### config.mk
export PLATFORM = sky130hd
export DESIGN_NAME = lifo_stack
export DESIGN_NICKNAME = d
export VERILOG_FILES = /design/src/rtl/stack_pkg.sv /design/src/rtl/stack_ram.sv /design/src/rtl/lifo_stack.sv
export SDC_FILE = /design/constraint.sdc
export NUM_CORES = 1
export LEC_CHECK = 0
export BUFFER_PORTS_ARGS = -buffer_cell sky130_fd_sc_hd__buf_2
export CORE_MARGIN = 2
export CORE_UTILIZATION = 50
export CTS_CLUSTER_DIAMETER = 200
export DETAILED_ROUTE_END_ITERATION = 10
export GPL_TIMING_DRIVEN = 0
export PLACE_DENSITY = 0.64
export SYNTH_ARGS = -nofsm -noshare
export SYNTH_HDL_FRONTEND = slang
export SYNTH_SLANG_ARGS = --single-unit
### constraint.sdc
create_clock -name clk -period 12.28 [get_ports clk]
set_input_delay 1.228 -clock clk [delete_from_list [all_inputs] [get_ports clk]]
set_output_delay 1.228 -clock clk [all_outputs]
set_load 0.05 [all_outputs]
### src/rtl/stack_pkg.sv
// Shared definitions for the LIFO stack: operation encoding and width helpers.
package stack_pkg;

  typedef enum logic [1:0] {
    OP_NONE,
    OP_PUSH,
    OP_POP,
    OP_REPLACE
  } op_e;

  function automatic int addr_w(input int depth);
    return (depth > 1) ? $clog2(depth) : 1;
  endfunction

  function automatic int cnt_w(input int depth);
    return $clog2(depth + 1);
  endfunction

  // Push together with pop on an empty stack degrades to a plain push.
  function automatic op_e decode_op(input logic push, input logic pop, input logic empty);
    if (push && pop && !empty) return OP_REPLACE;
    if (push)                  return OP_PUSH;
    if (pop)                   return OP_POP;
    return OP_NONE;
  endfunction

endpackage

### src/rtl/stack_ram.sv
// DEPTH x DATA_W storage: one synchronous write port, one asynchronous read port.
module stack_ram
  import stack_pkg::*;
#(
  parameter  int DATA_W = 32,
  parameter  int DEPTH  = 32,
  localparam int ADDR_W = addr_w(DEPTH)
) (
  input  logic              clk,
  input  logic              we,
  input  logic [ADDR_W-1:0] waddr,
  input  logic [DATA_W-1:0] wdata,
  input  logic [ADDR_W-1:0] raddr,
  output logic [DATA_W-1:0] rdata
);

  logic [DATA_W-1:0] mem [DEPTH];

  always_ff @(posedge clk) begin
    if (we) begin
      mem[waddr] <= wdata;
    end
  end

  assign rdata = mem[raddr];

endmodule

### src/rtl/lifo_stack.sv
// LIFO stack with internal pointer, replace-top, flush and sticky overflow/underflow flags.
module lifo_stack
  import stack_pkg::*;
#(
  parameter  int DATA_W = 32,
  parameter  int DEPTH  = 32,
  localparam int ADDR_W = addr_w(DEPTH),
  localparam int CNT_W  = cnt_w(DEPTH)
) (
  input  logic              clk,
  input  logic              rst,
  input  logic              clear,
  input  logic              push,
  input  logic              pop,
  input  logic [DATA_W-1:0] din,
  output logic [DATA_W-1:0] top,
  output logic [CNT_W-1:0]  count,
  output logic              empty,
  output logic              full,
  output logic              overflow,
  output logic              underflow
);

  logic [CNT_W-1:0]  sp_q, sp_d;
  logic              overflow_q, overflow_d;
  logic              underflow_q, underflow_d;
  logic              we;
  logic [ADDR_W-1:0] waddr;
  logic [ADDR_W-1:0] raddr;
  logic [DATA_W-1:0] rdata;
  op_e               op;

  assign empty = (sp_q == '0);
  assign full  = (sp_q == CNT_W'(DEPTH));
  assign op    = decode_op(push, pop, empty);
  assign raddr = ADDR_W'(sp_q - CNT_W'(1));

  always_comb begin
    sp_d        = sp_q;
    overflow_d  = overflow_q;
    underflow_d = underflow_q;
    we          = 1'b0;
    waddr       = sp_q[ADDR_W-1:0];
    unique case (op)
      OP_PUSH: begin
        if (full) begin
          overflow_d = 1'b1;
        end else begin
          we   = 1'b1;
          sp_d = sp_q + CNT_W'(1);
        end
      end
      OP_POP: begin
        if (empty) begin
          underflow_d = 1'b1;
        end else begin
          sp_d = sp_q - CNT_W'(1);
        end
      end
      OP_REPLACE: begin
        we    = 1'b1;
        waddr = raddr;
      end
      default: ;
    endcase
    // A flush discards any concurrent request, including its RAM write.
    if (rst || clear) begin
      sp_d        = '0;
      overflow_d  = 1'b0;
      underflow_d = 1'b0;
      we          = 1'b0;
    end
  end

  always_ff @(posedge clk) begin
    if (rst) begin
      sp_q        <= '0;
      overflow_q  <= 1'b0;
      underflow_q <= 1'b0;
    end else begin
      sp_q        <= sp_d;
      overflow_q  <= overflow_d;
      underflow_q <= underflow_d;
    end
  end

  stack_ram #(
    .DATA_W (DATA_W),
    .DEPTH  (DEPTH)
  ) u_ram (
    .clk   (clk),
    .we    (we),
    .waddr (waddr),
    .wdata (din),
    .raddr (raddr),
    .rdata (rdata)
  );

  assign top       = empty ? '0 : rdata;
  assign count     = sp_q;
  assign overflow  = overflow_q;
  assign underflow = underflow_q;

endmodule

==> results of run 1 <==
-- path summary, 6_finish.rpt --
| check | depth (start not counted) | endpoint | slack (ps) | start |
|---|---|---|---|---|
| setup reg to reg | 13 | u_ram.mem[10][7] | 6520 | count[0] |
| hold reg to reg | 2 | underflow | 470 | underflow |
| hold / removal | 2 | underflow | 470 | underflow |
| setup / recovery | 13 | top[29] | 4910 | count[0] |
-- area by class of cell --
| class | count | share of cell area [%] |
|---|---|---|
| sequential | 1032 | 66.8 |
| multi-input combinational | 835 | 19.4 |
| clock buffer | 129 | 5.92 |
| tap | 1050 | 2.84 |
| timing repair buffer | 108 | 2.42 |
| clock inverter | 58 | 1.40 |
| buffer | 115 | 1.12 |
| inverter | 3 | 0.0243 |
-- cells by family (layout without fill, tap and decap cells) --
family / count (synthesis) / in the layout / share of synthesized area (%)
AOI/OAI and AO/OA: 234 / 234 / 4.43
muxes: 451 / 451 / 15.2
adders and majority gates: 3 / 3 / 0.0934
buffers and inverters: 118 / 413 / 1.32
xor gates and xnor gates: 11 / 11 / 0.240
and+or+nand+nor: 136 / 136 / 1.79
DFF: 1032 / 1032 / 76.9
-- flip-flops by register name, indices dropped and copies added, names as in the netlist --
name / flops
u_ram.mem: 1024
count: 6
overflow: 1
underflow: 1
-- where the power goes --
part / internal, mW / switching [mW]
clock: 1.87 / 1.25
combinational: 0.332 / 0.592
sequential: 3.88 / 0.00283
total: 6.08 / 1.85
-- cells in the mapped netlist, types with 3 or more instances --
| cell | n | area (um^2) |
|---|---|---|
| and3_1 | 35 | 219 |
| mux2i_1 | 322 | 3220 |
| mux4_2 | 128 | 2880 |
| a221oi_1 | 33 | 289 |
| o21ai_1 | 3 | 15.0 |
| nor2b_1 | 5 | 31.3 |
| buf_2 | 24 | 120 |
| nor2_1 | 46 | 173 |
| o21bai_1 | 3 | 22.5 |
| clkbuf_1 | 56 | 210 |
| nand2_2 | 4 | 25.0 |
| edfxtp_1 | 1024 | 30700 |
| nor2_2 | 4 | 25.0 |
| dfxtp_1 | 8 | 160 |
| a21oi_1 | 13 | 65.1 |
| buf_4 | 15 | 113 |
| a211o_1 | 32 | 280 |
| o22ai_1 | 33 | 206 |
| ha_1 | 3 | 37.5 |
| nand3_1 | 5 | 25.0 |
| nor4_1 | 3 | 18.8 |
| a22oi_1 | 99 | 743 |
| o31ai_1 | 3 | 22.5 |
| nor3_1 | 6 | 30.0 |
| nand2_1 | 13 | 48.8 |
| buf_1 | 20 | 75.1 |
| xnor2_1 | 9 | 78.8 |
| o21ai_0 | 4 | 20.0 |
-- layer usage --
metal / vias to the layer above / track usage, %
met3: 104 / 3.38
met1: 10600 / 30.8
li1: 8697 / -
met4: 0 / 5.85
met5: - / 0
met2: 703 / 37.6
-- tightest hold or removal path, stage by stage (launching register included) --
cell and delay [ps]:
dfxtp_1 330, a21oi_1 40, nor2_1 70
-- per-stage QoR --
| step | setup WS, ps | hold slack (ps) | instances |
|---|---|---|---|
| final | 4910 | 471 | 3330 |
| after global routing | 4710 | 508 | 3330 |
| after CTS | 4880 | 483 | 3330 |
| after detailed placement | 5580 | 468 | 3143 |
| after global placement | 4740 | 445 | 3112 |
| after floorplan | 7370 | 725 | 1985 |
-- layout by cell type, fill, tap and decap left out, types with 5 or more instances in the layout --
master,synthesis,final
a21oi_1,13,13
edfxtp_1,1024,1024
nand3_1,5,5
xnor2_1,9,9
buf_1,20,20
mux2i_1,322,322
buf_2,24,101
buf_4,15,15
buf_16,0,15
a221oi_1,33,33
and3_1,35,35
clkbuf_1,56,78
dfxtp_1,8,8
o22ai_1,33,33
clkinv_2,0,18
a22oi_1,99,99
nor2_4,0,31
clkinv_1,0,20
a211o_1,32,32
nor2_1,46,15
nor2b_1,5,5
clkbuf_16,0,105
nor3_1,6,6
bufinv_16,0,14
nand2_1,13,13
mux4_2,128,128
buf_12,0,16
==> flow_summary.ini, run 1 <==
[setup_path]
required_ps = 11050
cp_max_fo = 11
max_stage_delay_ps = 1000
crit_type = reg -> out
worstPathCellList = buf_2 > inv_2 > buf_2 > buf_1 > ha_1 > clkbuf_1 > buf_2 > clkbuf_1 > mux4_2 > mux2i_1 > o22ai_1 > a211o_1 > buf_2
path_buf_inv = 8
critical-path-top-delay-family = buffers and inverters
worstPathArrival_ps = 6140
critPathSlowestCell = clkbuf_1
path_common_cell = buf_2
worst_setup_path_end_kind = output pin
worst_setup_path_start_kind = flop

[logic_synthesis]
synth-seq-area-share_pct = 76.9
syn-mean-instance-area_um2 = 20.2
synth-edff-count = 1024
synthesis.nets = 2025
ys_warn_count = 0
ys.flop_type = edfxtp_1
synthCells = 1985
ys_types = 56
syn_area_mm2 = 0.0402
ys_seq_elements = 1032
async_flop_share_pct = 0

[grt]
grt_start_max_net_pins = 33
gr-total-overflow = 0
track_usage_pct = 22.4
antenna_found_initial = 0
grt_pass1_wl_um = 134000
grt_pass1_vias = 20400

[drt]
met1_length_um = 38300
wl_met3_um = 5790
drt_pass1_iterations = 6
dr.max_layer_used = met4
wirelength_um = 91700
antenna_left = 0
viasPerCell = 6.04
vias = 20100
wl_met2_um = 45800
drc = 0
first_iter_violations = 1987
avgRoutedWirePerCell_um = 27.5

[sta]
min_period_over_period_pct = 60.0
relSlewSlack_pct = 14.0
slew_violations = 0
worst_slew_pin_slew_ps = 1290
rsz0062_at_grt = false
hold_viol = 0
timing.fmax_mhz = 136
fin_setup_tns_ps = 0
finalCriticalPeriod_ps = 7370
setup_viol = 0
fin_skew_ps = 15.3

[layout]
area_growth_pct = 15.1
antenna_cells = 0
multiInputGateArea_mm2 = 0.00899
final_core_util_pct = 58.4
n_fill_cell = 5672
seqCellArea_mm2 = 0.0309
layout.nets = 2236
drive_above_1_share_pct = 20.7
final_area_mm2 = 0.0463

[placement]
numPortBuffers = 77
placed_cell_area_mm2 = 0.0429
hpwlAfterDp_um = 61500
routabilityCongestion = 0.899

[clock_tree]
cts_setup_buffers = 0
cts_buffer_depth = 3
cts.repair.resized = 0
cts.sinks = 1032
cts_hold_buf = 0
numCtsBuffers = 101
h-tree-depth = 3
cts-root-buf = clkbuf_16
tritoncts = done
clkLatencyLatePin_ps = 650
path_clk_slew_ps = 60

[job]
drv_cap = 0

[die]
ios = 79
die_y_um = 288
fp.coreArea_mm2 = 0.0793
dieArea_mm2 = 0.0827
core.rowCount = 103
fp.dieW_um = 288
start_util_pct = 50.7

[pwr]
p_leak_nw = 15.1
p_per_area_mw_per_mm2 = 171
power.total_mw = 7.93
ir_drop_v = 0.000124

[outcome]
status = complete, no violations

[worst_hold_path]
hold_path.class = reg -> reg
Note: power is estimated with default switching activity, not from simulation.
==> inputs of run 2 (changes only) <==
--- a/config.mk
+++ b/config.mk
@@ -11,7 +11,7 @@
 export CTS_CLUSTER_DIAMETER = 200
 export DETAILED_ROUTE_END_ITERATION = 10
 export GPL_TIMING_DRIVEN = 0
-export PLACE_DENSITY = 0.64
+export PLACE_DENSITY = 0.66
 export SYNTH_ARGS = -nofsm -noshare
 export SYNTH_HDL_FRONTEND = slang
 export SYNTH_SLANG_ARGS = --single-unit
==> constraint.sdc (replaced) <==
create_clock -name clk -period 6.64 [get_ports clk]
set_input_delay 0.664 -clock clk [delete_from_list [all_inputs] [get_ports clk]]
set_output_delay 0.664 -clock clk [all_outputs]
set_load 0.05 [all_outputs]
==> flow_summary.ini, run 2 (synthesized netlist as in run 1, its figures left out) <==
[setup_path]
critical-path-top-delay-family = buffers and inverters
cp_max_fo = 11
rrSetupSlack_ps = 1240
worstPathArrival_ps = 5730
worst_setup_path_end_kind = output pin
max_stage_delay_ps = 570
worstPathCellList = buf_2 > inv_2 > buf_2 > clkdlybuf4s15_2 > ha_1 > xor2_1 > buf_2 > buf_4 > mux4_2 > mux2i_1 > o22ai_1 > a211o_1 > buf_2
critPathSlowestCell = clkdlybuf4s15_2
required_ps = 5980
path_common_cell = buf_2
path_buf_inv = 7
worst_setup_path_start_kind = flop
crit_type = reg -> out

[drt]
wl_met2_um = 46000
vias = 20000
viasPerCell = 6.01
avgRoutedWirePerCell_um = 27.5
wl_met3_um = 6220
met1_length_um = 37600
antenna_left = 0
first_iter_violations = 2090
wirelength_um = 91700
drt_pass1_iterations = 5
drc = 0
dr.max_layer_used = met5

[die]
fp.dieW_um = 288
fp.coreArea_mm2 = 0.0793
core.rowCount = 103
dieArea_mm2 = 0.0827
ios = 79
die_y_um = 288
start_util_pct = 50.7

[layout]
final_area_mm2 = 0.0461
final_core_util_pct = 58.2
area_growth_pct = 14.8
layout.nets = 2235
seqCellArea_mm2 = 0.0309
final_common_cell = edfxtp_1
drive_above_1_share_pct = 20.7
final_cell_mix = edfxtp_1 (1,024), mux2i_1 (322), mux4_2 (128)
multiInputGateArea_mm2 = 0.00899
stdcell_count = 3329
largest_register = u_ram.mem
largest_register_ffs = 1024
n_fill_cell = 5736

[clock_tree]
path_clk_slew_ps = 60
h-tree-depth = 3
clkLatencyLatePin_ps = 650
cts-root-buf = clkbuf_16
numCtsBuffers = 100
cts_buffer_depth = 3
tritoncts = done
cts_setup_buffers = 0
cts.sinks = 1032

[grt]
grt_pass1_wl_um = 135000
grt_pass1_vias = 20600
antenna_found_initial = 1
track_usage_pct = 22.5
gr-total-overflow = 0
grt_start_max_net_pins = 33

[pwr]
ir_drop_v = 0.000214
power.total_mw = 14.5
p_per_area_mw_per_mm2 = 315
p_leak_nw = 15.1

[placement]
dp_slack_ps = 399
numPortBuffers = 77
dpl.cell_count = 3143
routabilityCongestion = 0.895
hpwlAfterDp_um = 61000
placed_cell_area_mm2 = 0.0429

[sta]
fin_skew_ps = 20.0
timing.fmax_mhz = 156
fin_setup_tns_ps = 0
relSlewSlack_pct = 12.9
holdWs_ps = 463
worst_slew_pin_slew_ps = 1290
slew_violations = 0
rsz0062_at_grt = false
finalCriticalPeriod_ps = 6400
min_period_over_period_pct = 96.3
hold_viol = 0
setup_viol = 0
worst_slack_ps = 243

[worst_hold_path]
hold_path.class = reg -> reg

[job]
drv_cap = 0

[outcome]
status = complete, no violations
## run 2: layout make-up
cell class	count	share of cell area, %
diodes	3	0.0163
plain buffers	115	1.14
clock buffers	123	5.75
clock inverters	60	1.30
inverters	3	0.0244
multi-input cells	835	19.5
flip-flops and latches	1032	67.0
well taps	1050	2.85
repair buffers	108	2.46
## run 2: final timing paths
path | startpoint | endpoint | cells past startpoint
hold reg to reg | underflow | underflow | 2
setup reg to reg | count[0] | u_ram.mem[5][11] | 13
hold / removal | underflow | underflow | 2
setup / recovery | count[0] | top[23] | 13
## run 2: repair_timing
action,CTS,global route
resized for setup,2,0
setup endpoints to repair,23,0
hold buffers,0,0
## run 2: layer usage
layer  vias to the layer above  GRT usage, %
li1                       8695             -
met1                     10500          31.0
met2                       698          37.9
met3                       128          3.04
met4                         2          6.09
met5                         -             0
## run 2: tightest hold or removal path, cell delays in order, from the launching register on
cell     delay (ps)
dfxtp_1         320
a21oi_1          40
nor2_1           70
## run 2: power breakdown
group          leakage, nW  total (mW)  internal (mW)  switching (mW)
combinational         4.22        1.71          0.615            1.10
clock                 1.60        5.63           3.30            2.33
sequential            9.27        7.19           7.18         0.00533
